**src/rtl/keypad_calc_core_if.sv**
```systemverilog
// Keypad calculator bus: debounced key strobe in, registered display value and status out.
// Latency: none, pure wiring bundle.
// Backpressure: none; key_valid is a one-cycle strobe with no ready.
interface keypad_calc_core_if #(
   parameter int WIDTH = 10
);
   logic             key_valid;
   logic [3:0]       key_code;
   logic [WIDTH-1:0] value_mag;
   logic             value_neg;
   logic             error;
   logic [2:0]       state;
   logic [1:0]       op_pending;

   // Key source side (keypad encoder / testbench)
   modport master (
      output key_valid, key_code,
      input  value_mag, value_neg, error, state, op_pending
   );

   // Calculator core side
   modport slave (
      input  key_valid, key_code,
      output value_mag, value_neg, error, state, op_pending
   );
endinterface

```
**src/rtl/keypad_calc_core.sv**
```systemverilog
// keypad_calc_core: operand/operator FSM turning keycodes into a sign/magnitude display value.
// Latency: key sampled at edge N appears on all registered outputs after edge N+1.
// Backpressure: none, every key_valid strobe is consumed; `define CALC_MUL_EN adds key 0xD multiply.
module keypad_calc_core #(
   parameter int WIDTH      = 10,
   parameter int MAX_DIGITS = 3
) (
   input logic               Clk,
   input logic               reset,
   keypad_calc_core_if.slave bus
);
   localparam int CW = $clog2(MAX_DIGITS + 1);
   localparam int AW = 2 * WIDTH + 2;
   localparam logic [AW-1:0] MAX_MAG = {{(AW-WIDTH){1'b0}}, {WIDTH{1'b1}}};

   typedef enum logic [2:0] {
      ENTER_A = 3'd0,
      OP_WAIT = 3'd1,
      ENTER_B = 3'd2,
      RESULT  = 3'd3,
      ERROR   = 3'd4
   } state_t;

   typedef enum logic [1:0] {
      OP_NONE = 2'b00,
      OP_ADD  = 2'b01,
      OP_SUB  = 2'b10,
      OP_MUL  = 2'b11
   } op_t;

   logic                  kv_q;
   logic [3:0]            kc_q;
   state_t                state_q, state_nxt;
   op_t                   op_q, op_nxt, key_op;
   logic signed [WIDTH:0] acc_a_q, acc_a_nxt;
   logic [WIDTH-1:0]      acc_b_q, acc_b_nxt;
   logic [WIDTH-1:0]      mag_q, mag_nxt;
   logic [CW-1:0]         cnt_q, cnt_nxt;
   logic                  error_q, error_nxt;
   logic                  neg_q, neg_nxt;
   logic                  is_digit, is_clear, is_equal, is_oper, cnt_ok, overflow;
   logic [AW-1:0]         digit_ext, new_a, new_b, res_abs;
   logic signed [AW-1:0]  a_ext, b_ext, res;

   // Key decode works on the registered key, giving the one-cycle latency
   assign is_digit = kv_q && (kc_q <= 4'd9);
   assign is_clear = kv_q && (kc_q == 4'hC);
   assign is_equal = kv_q && (kc_q == 4'hE);
`ifdef CALC_MUL_EN
   assign is_oper  = kv_q && ((kc_q == 4'hA) || (kc_q == 4'hB) || (kc_q == 4'hD));
`else
   assign is_oper  = kv_q && ((kc_q == 4'hA) || (kc_q == 4'hB));
`endif
   assign key_op   = (kc_q == 4'hA) ? OP_ADD : (kc_q == 4'hB) ? OP_SUB : OP_MUL;

   // Candidate operand values after appending the digit; acc_a is non-negative while entering it
   assign cnt_ok    = (int'(cnt_q) < MAX_DIGITS);
   assign digit_ext = AW'(kc_q);
   assign new_a     = AW'(acc_a_q[WIDTH-1:0]) * AW'(10) + digit_ext;
   assign new_b     = AW'(acc_b_q) * AW'(10) + digit_ext;

   // Wide signed arithmetic so the range check sees the true result
   assign a_ext = AW'(acc_a_q);
   assign b_ext = AW'(acc_b_q);

   // Select the pending operation's result
   always_comb begin
      res = a_ext;
      case (op_q)
         OP_ADD:  res = a_ext + b_ext;
         OP_SUB:  res = a_ext - b_ext;
`ifdef CALC_MUL_EN
         OP_MUL:  res = a_ext * b_ext;
`endif
         default: res = a_ext;
      endcase
   end

   assign res_abs  = res[AW-1] ? -res : res;
   assign overflow = (res_abs > MAX_MAG);

   // Next-state and register-update logic for the operand/operator FSM
   always_comb begin
      state_nxt = state_q;
      acc_a_nxt = acc_a_q;
      acc_b_nxt = acc_b_q;
      op_nxt    = op_q;
      cnt_nxt   = cnt_q;
      error_nxt = error_q;
      if (is_clear) begin
         state_nxt = ENTER_A;
         acc_a_nxt = '0;
         acc_b_nxt = '0;
         op_nxt    = OP_NONE;
         cnt_nxt   = '0;
         error_nxt = 1'b0;
      end else begin
         case (state_q)
            ENTER_A: begin
               if (is_digit && cnt_ok && (new_a <= MAX_MAG)) begin
                  acc_a_nxt = {1'b0, new_a[WIDTH-1:0]};
                  cnt_nxt   = cnt_q + CW'(1);
               end else if (is_oper) begin
                  op_nxt    = key_op;
                  cnt_nxt   = '0;
                  state_nxt = OP_WAIT;
               end
            end
            OP_WAIT: begin
               if (is_digit) begin
                  acc_b_nxt = digit_ext[WIDTH-1:0];
                  cnt_nxt   = CW'(1);
                  state_nxt = ENTER_B;
               end else if (is_oper) begin
                  op_nxt    = key_op;
               end
            end
            ENTER_B: begin
               if (is_digit && cnt_ok && (new_b <= MAX_MAG)) begin
                  acc_b_nxt = new_b[WIDTH-1:0];
                  cnt_nxt   = cnt_q + CW'(1);
               end else if (is_oper || is_equal) begin
                  if (overflow) begin
                     error_nxt = 1'b1;
                     state_nxt = ERROR;
                  end else begin
                     acc_a_nxt = res[WIDTH:0];
                     cnt_nxt   = '0;
                     state_nxt = is_oper ? OP_WAIT : RESULT;
                     if (is_oper) op_nxt = key_op;
                  end
               end
            end
            RESULT: begin
               if (is_digit) begin
                  acc_a_nxt = digit_ext[WIDTH:0];
                  cnt_nxt   = CW'(1);
                  state_nxt = ENTER_A;
               end else if (is_oper) begin
                  op_nxt    = key_op;
                  cnt_nxt   = '0;
                  state_nxt = OP_WAIT;
               end
            end
            ERROR:   state_nxt = ERROR;
            default: state_nxt = ENTER_A;
         endcase
      end
   end

   // Display value follows the next state so it is registered alongside it
   always_comb begin
      mag_nxt = '0;
      neg_nxt = 1'b0;
      if (state_nxt == ENTER_B) begin
         mag_nxt = acc_b_nxt;
      end else if (state_nxt != ERROR) begin
         neg_nxt = acc_a_nxt[WIDTH];
         mag_nxt = acc_a_nxt[WIDTH] ? WIDTH'(-acc_a_nxt) : WIDTH'(acc_a_nxt);
      end
   end

   // State register: key capture stage plus all FSM and output registers
   always_ff @(posedge Clk) begin
      if (reset) begin
         kv_q    <= 1'b0;
         kc_q    <= '0;
         state_q <= ENTER_A;
         acc_a_q <= '0;
         acc_b_q <= '0;
         op_q    <= OP_NONE;
         cnt_q   <= '0;
         error_q <= 1'b0;
         mag_q   <= '0;
         neg_q   <= 1'b0;
      end else begin
         kv_q    <= bus.key_valid;
         kc_q    <= bus.key_code;
         state_q <= state_nxt;
         acc_a_q <= acc_a_nxt;
         acc_b_q <= acc_b_nxt;
         op_q    <= op_nxt;
         cnt_q   <= cnt_nxt;
         error_q <= error_nxt;
         mag_q   <= mag_nxt;
         neg_q   <= neg_nxt;
      end
   end

   assign bus.value_mag  = mag_q;
   assign bus.value_neg  = neg_q;
   assign bus.error      = error_q;
   assign bus.state      = state_q;
   assign bus.op_pending = op_q;
endmodule

```
**src/flat_wrapper.sv**
```systemverilog
// flat-port wrapper written by rule: the top's interface ports become plain ports
module keypad_calc_core_flat 
#(
   parameter int WIDTH      = 10,
   parameter int MAX_DIGITS = 3
)
  (Clk, reset, bus_key_valid, bus_key_code, bus_value_mag, bus_value_neg, bus_error, bus_state, bus_op_pending);
  keypad_calc_core_if #(.WIDTH(WIDTH)) bus_i ();
  input logic Clk;
  input logic reset;
  input wire logic [$bits(bus_i.key_valid)-1:0] bus_key_valid;
  input wire logic [$bits(bus_i.key_code)-1:0] bus_key_code;
  output wire logic [$bits(bus_i.value_mag)-1:0] bus_value_mag;
  output wire logic [$bits(bus_i.value_neg)-1:0] bus_value_neg;
  output wire logic [$bits(bus_i.error)-1:0] bus_error;
  output wire logic [$bits(bus_i.state)-1:0] bus_state;
  output wire logic [$bits(bus_i.op_pending)-1:0] bus_op_pending;
  assign bus_i.key_valid = bus_key_valid;
  assign bus_i.key_code = bus_key_code;
  assign bus_value_mag = bus_i.value_mag;
  assign bus_value_neg = bus_i.value_neg;
  assign bus_error = bus_i.error;
  assign bus_state = bus_i.state;
  assign bus_op_pending = bus_i.op_pending;
  keypad_calc_core #(.WIDTH(WIDTH), .MAX_DIGITS(MAX_DIGITS)) u_core (.Clk(Clk), .reset(reset), .bus(bus_i));
endmodule
```
**config.mk**
```make
export PLATFORM = sky130hd
export DESIGN_NAME = keypad_calc_core_flat
export DESIGN_NICKNAME = d
export VERILOG_FILES = /design/src/rtl/keypad_calc_core_if.sv /design/src/rtl/keypad_calc_core.sv /design/src/flat_wrapper.sv
export SDC_FILE = /design/constraint.sdc
export NUM_CORES = 1
export LEC_CHECK = 0
export CAP_MARGIN = 20
export CELL_PAD_IN_SITES_DETAIL_PLACEMENT = 1
export CELL_PAD_IN_SITES_GLOBAL_PLACEMENT = 1
export CORE_MARGIN = 3
export CORE_UTILIZATION = 45
export DETAILED_ROUTE_END_ITERATION = 10
export PLACE_DENSITY_LB_ADDON = 0.3
export SLEW_MARGIN = 20
export SYNTH_ARGS = -nofsm -noshare
export SYNTH_HDL_FRONTEND = slang
export SYNTH_SLANG_ARGS = --single-unit
```
**constraint.sdc**
```tcl
create_clock -name Clk -period 5.6 [get_ports Clk]
set_input_delay 1.4 -clock Clk [delete_from_list [all_inputs] [get_ports Clk]]
set_output_delay 1.4 -clock Clk [all_outputs]
set_load 0.05 [all_outputs]
```
# Word-level counts from Yosys, hierarchy flattened
# Index checks and enable logic that the tools add are counted.
# Widths: inputs -> output; s select.
[word_totals]
output_inout_bits = 17
elab_cells = 107
input_bits = 7
ff_bits = 45
[classes]
n_lt_le_gt_ge = 5
eq_ne = 20
mul = 2
add_sub_neg = 7
mux = 43
reduce_logical = 18
bitwise = 2
[op_table]
columns = ["op", "count"]
rows = [
  ["$mux 11", 6],
  ["$mux 10", 6],
  ["$le 22x10->1 const B", 2],
  ["$pmux 22 s2", 1],
  ["$pmux 11 s3", 1],
  ["$add 14x4->15", 2],
  ["$mux 2", 15],
  ["$mul 10x3->13 const B", 2],
  ["$mux 3", 8],
  ["$gt 22x10->1 const B", 1],
  ["$mux 22", 1],
  ["$neg 22->22", 1],
  ["$pmux 10 s2", 1],
  ["$eq 4x4->1 const B", 4],
  ["$pmux 3 s5", 1],
  ["$add 11x11->12", 1],
  ["$sub 11x11->12", 1],
  ["$neg 10->10", 1],
  ["$eq 3x2->1 const B", 3],
  ["$ne 2x2->1 const B", 4],
  ["$pmux 2 s4", 1],
  ["$reduce_and 4->1", 2],
  ["$logic_and 1x1->1", 7],
  ["$ne 3x3->1 const B", 2],
  ["19 further kinds", 23],
]

# Longest topological paths before layout
# Gate-level depths: netlist of run 1.
[logic_depth]
depth_word = 14
depth_mapped = 24
ltp_nobuf = 21

# Least setup slack after synthesis of run 1
# No wires, ideal clock.
[synth_path]
path_type = "reg-to-reg"
from = "register u_core.op_q[1] (netlist: u_core.bus.op_pending[1])"
to = "register u_core.mag_q[9] (netlist: u_core.bus.value_mag[9])"
t_arrival_ns = 4.916
period_less_slack_ns = 4.995
t_required_ns = 5.521
setup_time_ns = 0.079
path_stages_with_launch = 18
path_buffers = 1
path_slack_ns = 0.605
path_cell_list = "dfxtp_1 -> ha_1 -> clkbuf_1 -> mux2_2 -> fa_1 -> nand2b_1 -> a211oi_1 -> nor2_1 -> a311o_1 -> o31ai_1 -> o21ai_0 -> o2bb2ai_1 -> nor4_1 -> o211a_1 -> or3_1 -> and2_1 -> a311o_1 -> o211ai_1"
[synth_via]
elab_chain_cells = 14
elab_cells_between_ends = 22
cone_classes = "2 x add/sub; 1 x order compare; 4 x eq/ne; 15 x mux"
[synth_lines]
columns = ["element", "line", "text"]
rows = [
  ["start: declaration", "keypad_calc_core.sv:34", "op_t op_q, op_nxt, key_op;"],
  ["start signal: assignment", "keypad_calc_core.sv:182", "op_q <= op_nxt;"],
  ["$eq 2x2->1 / $eq 2x1->1 (equally long branches)", "keypad_calc_core.sv:69", "case (op_q)"],
  ["$pmux 22 s2 (*)", "keypad_calc_core.sv:69", ""],
  ["$neg 22->22", "keypad_calc_core.sv:79", "assign res_abs = res[AW-1] ? -res : res;"],
  ["$mux 22", "keypad_calc_core.sv:79", ""],
  ["$gt 22x10->1", "keypad_calc_core.sv:80", "assign overflow = (res_abs > MAX_MAG);"],
  ["$mux 11", "keypad_calc_core.sv:123", "if (overflow) begin"],
  ["$mux 11", "keypad_calc_core.sv:122", "end else if (is_oper || is_equal) begin"],
  ["$mux 11", "keypad_calc_core.sv:119", "if (is_digit && cnt_ok && (new_b <= MAX_MAG)) begin"],
  ["$pmux 11 s3", "keypad_calc_core.sv:98", "case (state_q)"],
  ["$mux 11", "keypad_calc_core.sv:90", "if (is_clear) begin"],
  ["$neg 10->10", "keypad_calc_core.sv:159", "mag_nxt = acc_a_nxt[WIDTH] ? WIDTH'(-acc_a_nxt) : WIDTH'(acc_a_nxt);"],
  ["$mux 10", "keypad_calc_core.sv:159", ""],
  ["$mux 10", "keypad_calc_core.sv:157", "end else if (state_nxt != ERROR) begin"],
  ["$mux 10 (*)", "keypad_calc_core.sv:155", "if (state_nxt == ENTER_B) begin"],
  ["end signal: assignment", "keypad_calc_core.sv:185", "mag_q <= mag_nxt;"],
  ["end: declaration", "keypad_calc_core.sv:37", "logic [WIDTH-1:0] mag_q, mag_nxt;"],
]
# Every way passes the cells marked *; elsewhere a longest branch is shown, timed or not.
# A chain may end at the register's enable or synchronous reset.

# Worst setup path in the final report of run 1
[layout_path]
from = "register u_core.acc_a_q[2]"
to = "register u_core.mag_q[5] (netlist: u_core.bus.value_mag[5])"
[layout_via]
elab_chain_cells = 14
elab_cells_between_ends = 29
cone_classes = "5 x add/sub; 1 x mul; 2 x order compare; 2 x eq/ne; 18 x mux; 1 x reduce/logical"
[layout_lines]
columns = ["element", "line", "text"]
rows = [
  ["start: declaration", "keypad_calc_core.sv:35", "logic signed [WIDTH:0] acc_a_q, acc_a_nxt;"],
  ["start signal: assignment", "keypad_calc_core.sv:180", "acc_a_q <= acc_a_nxt;"],
  ["parallel branches: the longest is 13 deep, another holds $le 22x10->1", "-", ""],
  ["$mux 10 (*)", "keypad_calc_core.sv:155", ""],
]
# Every way passes the cells marked *.

==> metrics, run 1 <==
post-synthesis instance area 0.00519 sq mm; Netlist cell types 75; vias 5681; multiplexer area fraction after synthesis 2.27%; CP cell instances ha_1 -> ha_1 -> inv_1 -> fa_1 -> xor2_1 -> nor4_2 -> or3b_1 -> o41ai_1 -> and2_1 -> nor4_4 -> buf_4 -> and2_1 -> a221oi_1 -> a31oi_1 -> buf_4 -> nor3b_4 -> and3_4 -> nor3_2 -> o32ai_2; global-route wire length before repair 32.3 mm; gpl congestion 1.00; syn_nets 741; total negative slack 0 ps; row count 38; peak supply drop 156 uV; total grt overflow 0; actual slew at the worst max-slew pin 898 ps; Die Y 113 um; Synth top cells by count 68 x nor2_1, 56 x nand2_1, 54 x ha_1; DRC Markers 0; LEAKAGE 0.00240 uW; critical path's largest stage delay 590 ps; synth top area cells dfxtp_1 17%, ha_1 13%, nor2_1 4.9%; startpoint types flop; Pre-antenna DRT Iters 6; CP Capture Type flop; Synth Warn # 0; largest net degree at the start of global routing 25; status complete, no violations; Data arrival, critical path 5500 ps; #FFs+latches synth 45; simple-gate share of the synthesized area 27.3%; Routed WL 20.2 mm; vias in the first global route 5997; core area 0.0111 sq mm; Die ar. 0.0129 sq mm; Num CTS Buffers 5; top cell type's share of synthesized area 17.3%; final worst path period share 94.4%; Post-Synth XOR/XNOR Area 6.72%; clock slew at reported path FFs 70 ps; Starting Density 46.9%; # diodes 0; RSZ-0062 raised after global routing false; max cap viols 0; FMAX 189 MHz; Mapped Cells 675; ys async rst share 0%; Port Buf Inserts 23; count leader, synth nor2_1; Synth Area in Adders 14.9%; power per cell area 159 mW/mm^2; clk buf depth 2; register area share after synthesis 17.3%; worst skew pair latency 290 ps; DR vias/cell 6.70; CTS root buffer clkbuf_16; Worst Hold Class flop to flop; largest family of logic cells by synthesized area compound AO/OA/AOI/OAI gates; CTS Hold Buffers Added 0; layout net count 773; final count of pins violating max slew 0; Crit Path Category flop to flop; CP required 5810 ps; Clock Skew 5.13 ps; H-tree lvl count 2; CTS tree built; die width 113 um; Synth area leader dfxtp_1; DRT iter0 DRCs 595; Synth Flop Type dfxtp_1; share of cells above drive strength 1 10.3%; crit path max fanout 8; Post-DP HPWL 15.8 mm; post-route ant nets 0; Period minus WS final 5290 ps; syn_area_per_cell 7.69 sq um; CTS Sinks 45; Routed WL per cell 23.8 um; area grow syn2layout 13.6%; Final Core Density 53.2%; slowest CP cell dfxtp_1; complex-gate fraction of the synthesized area 27.9%; Post-synth EDFFs 0; Fill cells 1407; Ports 24; Final Hold Fails 0; slew margin rel. 40.0%; endpoints failing setup 0; initial antenna violation count 0; GRT Total Usage 31.4%
[final timing paths]
check / startpoint / endpoint / slack (ps) / cells after the start
worst max-delay path: u_core.acc_a_q[2] / u_core.bus.value_mag[5] / 310 / 19
worst min-delay path: u_core.cnt_q[1] / u_core.cnt_q[1] / 510 / 2
worst max register to register: u_core.acc_a_q[2] / u_core.bus.value_mag[5] / 310 / 19
worst min register to register: u_core.cnt_q[1] / u_core.cnt_q[1] / 510 / 2
[flip-flops by register name (all words and copies together), names as in the netlist]
name,flops
u_core.acc_a_q,11
u_core.acc_b_q,10
u_core.bus.value_mag,10
u_core.kc_q,4
u_core.bus.state,3
u_core.bus.op_pending,2
u_core.cnt_q,2
u_core.bus.error,1
u_core.bus.value_neg,1
u_core.kv_q,1
[stage by stage]
| stage | area [sq um] | instances | worst slack, ps | total power [uW] | hold WS, ps |
|---|---|---|---|---|---|
| final | 5900 | 848 | 311 | 938 | 510 |
| after global routing | 5900 | 848 | 7.83 | 975 | 559 |
| after CTS | 5840 | 846 | 195 | 932 | 508 |
| after floorplan | 5190 | 675 | 605 | 512 | 453 |
| after global placement | 5680 | 838 | 396 | 578 | 467 |
| after detailed placement | 5680 | 838 | 239 | 586 | 497 |
[power breakdown]
group          leakage, uW  total, uW  switching [uW]  internal (uW)
clock            0.0000810        346             134            212
combinational      0.00195        250             151           98.6
sequential        0.000365        342            14.5            328
total              0.00240        938             300            638
[layout make-up]
| cell class | count | area (sq um) | area share [%] |
|---|---|---|---|
| Sequential cell | 45 | 901 | 15.3 |
| Multi-Input combinational cell | 586 | 4160 | 70.5 |
| Clock inverter | 2 | 38.8 | 0.658 |
| Clock buffer | 6 | 129 | 2.19 |
| Inverter | 21 | 78.8 | 1.34 |
| Tap cell | 140 | 175 | 2.97 |
| Timing Repair Buffer | 48 | 418 | 7.09 |
[critical path, delay by kind of cell (launching register included)]
family	cells	cell delay [ps]
DFF	1	590
and+or+nand+nor	8	2030
adders and majority gates	3	850
AOI/OAI and AO/OA	4	1070
buffers and inverters	3	450
xor gates and xnor gates	1	210
[routing by layer]
layer	track usage [%]	share of wire (%)	wire length, um
met1	42.2	45	8990
met2	52.1	46	9360
met3	4.14	6.3	1270
met4	10.5	2.9	582
met5	0	0	0
[cells by family after synthesis]
logic type               count (synthesis)
XOR/XNOR                                39
multiplexers                            11
adder cells (fa/ha/maj)                 59
AO/OA/AOI/OAI                          211
flip-flops                              45
buffers and inverters                   45
AND/OR/NAND/NOR                        265
[cell usage in the layout (no fill, tap or decap), drive strengths merged, types with 21 or more instances in the layout]
| master | instances |
|---|---|
| inv | 21 |
| o21ai | 41 |
| xnor2 | 26 |
| dfxtp | 45 |
| buf | 25 |
| nand2 | 56 |
| ha | 54 |
| a21oi | 51 |
| nor2 | 68 |
| clkdlybuf4s50 | 23 |
[what timing repair did]
action | 4_1_cts | 5_1_grt
hold endpoints to repair | 0 | 0
endpoints found under the setup margin | 0 | 6
buffers inserted | 0 | 1
resized for setup | 0 | 6
Note: power is estimated with default switching activity, not from simulation.
==> run 2, diff against run 1 <==
Settings changed: CORE_UTILIZATION 45 to 35, SETUP_SLACK_MARGIN from default to 0.3.
Clock period 5.6 ns to 5.4 ns, I/O delays scaled along.
==> run 2 against run 1 <==
Compared with the run above:
- combinational power is 6% higher
- largest cell class unchanged
- clock skew down 1.0 ps
- setup slack improved by 240 ps
- die area rose by 27%
- utilization shrank 11 points
- clock-buffer cell count decreased by 1
- global-route usage fell by 7.2 points
==> metrics, run 2 (synthesis results as in run 1) <==
status complete, no violations; LEAKAGE 0.00240 uW; Crit Path Category flop to flop; worst skew pair latency 290 ps; startpoint types flop; Final Hold Fails 0; CP required 5570 ps; highest-count cells in the layout ignoring fill and taps 68 x nor2_1, 55 x nand2_1, 51 x ha_1; RSZ-0062 raised after global routing true; clock slew at reported path FFs 70 ps; Num CTS Buffers 5; CP Capture Type flop; Die ar. 0.0163 sq mm; Data arrival, critical path 5020 ps; slowest CP cell or4b_1; Ports 24; Worst Hold Class flop to flop; # diodes 0; layout net count 774; largest net degree at the start of global routing 25; post-route ant nets 0; most flop-heavy register u_core.acc_a_q; max cap viols 0; total grt overflow 0; initial antenna violation count 0; global-route wire length before repair 31.6 mm; DRT iter0 DRCs 394; CTS root buffer clkbuf_16; vias 5567; Starting Density 36.6%; footprint of the multi-input gates 0.00421 sq mm; Placed Cells 880; Period minus WS final 4850 ps; Pre-antenna DRT Iters 5; core area 0.0142 sq mm; final hold slack 486 ps; register cell area after layout 903 sq um; H-tree lvl count 2; final count of pins violating max slew 0; actual slew at the worst max-slew pin 1090 ps; non-filler cells, final 889; peak supply drop 129 uV; final worst path period share 89.8%; commonest non-fill, non-tap cell in the layout nor2_1; CP cell instances buf_4 -> ha_1 -> ha_1 -> inv_1 -> fa_1 -> nor2b_1 -> o31a_1 -> or4b_1 -> o311ai_1 -> nor4bb_2 -> o21ai_1 -> buf_4 -> o21ai_0 -> a221oi_1 -> o211a_1 -> or3_1 -> a41oi_1 -> xor2_1 -> o22ai_1; Buf/Inv on CP 3; DRC Markers 0; Final Core Density 42.2%; share of cells above drive strength 1 12.4%; Fill cells 1754; endpoints failing setup 0; row count 43; clk buf depth 2; slew margin rel. 26.8%; GRT Total Usage 24.2%; Die Y 128 um; Port Buf Inserts 23; CP top delay family compound AO/OA/AOI/OAI gates; Clock Skew 4.09 ps; crit path max fanout 6; Post-DP HPWL 16.0 mm; R2R Setup Slk 550 ps; power per cell area 157 mW/mm^2; FMAX 206 MHz; Routed WL per cell 22.4 um; area grow syn2layout 15.5%; CTS Sinks 45; Routed WL 19.9 mm; critical path's largest stage delay 470 ps; DR vias/cell 6.26; total negative slack 0 ps; max FFs per register 11; die width 128 um; CTS tree built; vias in the first global route 5738; gpl congestion 0.960
## run 2: layout make-up
type                            instances  area share (%)
Clock buffer                            5            2.09
Inverter                               21            1.31
Clock inverter                          3           0.417
Timing Repair Buffer                   50            7.22
Multi-Input combinational cell        585            70.1
Sequential cell                        45            15.1
Tap cell                              180            3.76
## run 2: metal layers
metal / wire [um] / track usage, % / up-vias
li1: - / - / 2595
met1: 8710 / 32.0 / 2738
met2: 9360 / 39.8 / 185
met3: 1180 / 4.13 / 49
met4: 652 / 8.11 / 0
met5: 0 / 0 / -
## run 2: path summary, 6_finish.rpt
| path | from | endpoint | cells after the start |
|---|---|---|---|
| min reg2reg | u_core.bus.error | u_core.bus.error | 2 |
| max | u_core.acc_b_q[1] | u_core.bus.value_mag[8] | 19 |
| min | u_core.bus.error | u_core.bus.error | 2 |
| max reg2reg | u_core.acc_b_q[1] | u_core.bus.value_mag[8] | 19 |
## run 2: repair_timing
action / in CTS / in global routing
buffers inserted: 0 / 1
pin swaps: 0 / 3
gates resized for setup: 3 / 19
hold endpoints to repair: 0 / 0
setup endpoints to repair: 3 / 11
hold buffers: 0 / 0
## run 2: power by group
group          switching [uW]  total [uW]  internal (uW)
clock network             151         326            175
logic                     161         266            106
registers                10.2         350            340
## run 2: stage by stage
| stage | power [uW] | area [sq um] | setup slack (ps) |
|---|---|---|---|
| after CTS | 938 | 5900 | 288 |
| final | 942 | 6000 | 550 |
| after global placement | 603 | 5740 | 331 |
| after detailed placement | 612 | 5740 | 135 |
| after global routing | 981 | 6000 | 246 |
| after floorplan | 531 | 5190 | 405 |
## run 2: worst register-to-register path, cell delays in order (launching register included)
cell      delay (ps)
dfxtp_1          400
buf_4            210
ha_1             250
ha_1             230
inv_1             70
fa_1             200
nor2b_1           70
o31a_1           290
or4b_1           470
o311ai_1         140
nor4bb_2         340
o21ai_1          160
buf_4            210
o21ai_0          250
a221oi_1         140
o211a_1          260
or3_1            410
a41oi_1          320
xor2_1           190
o22ai_1           90
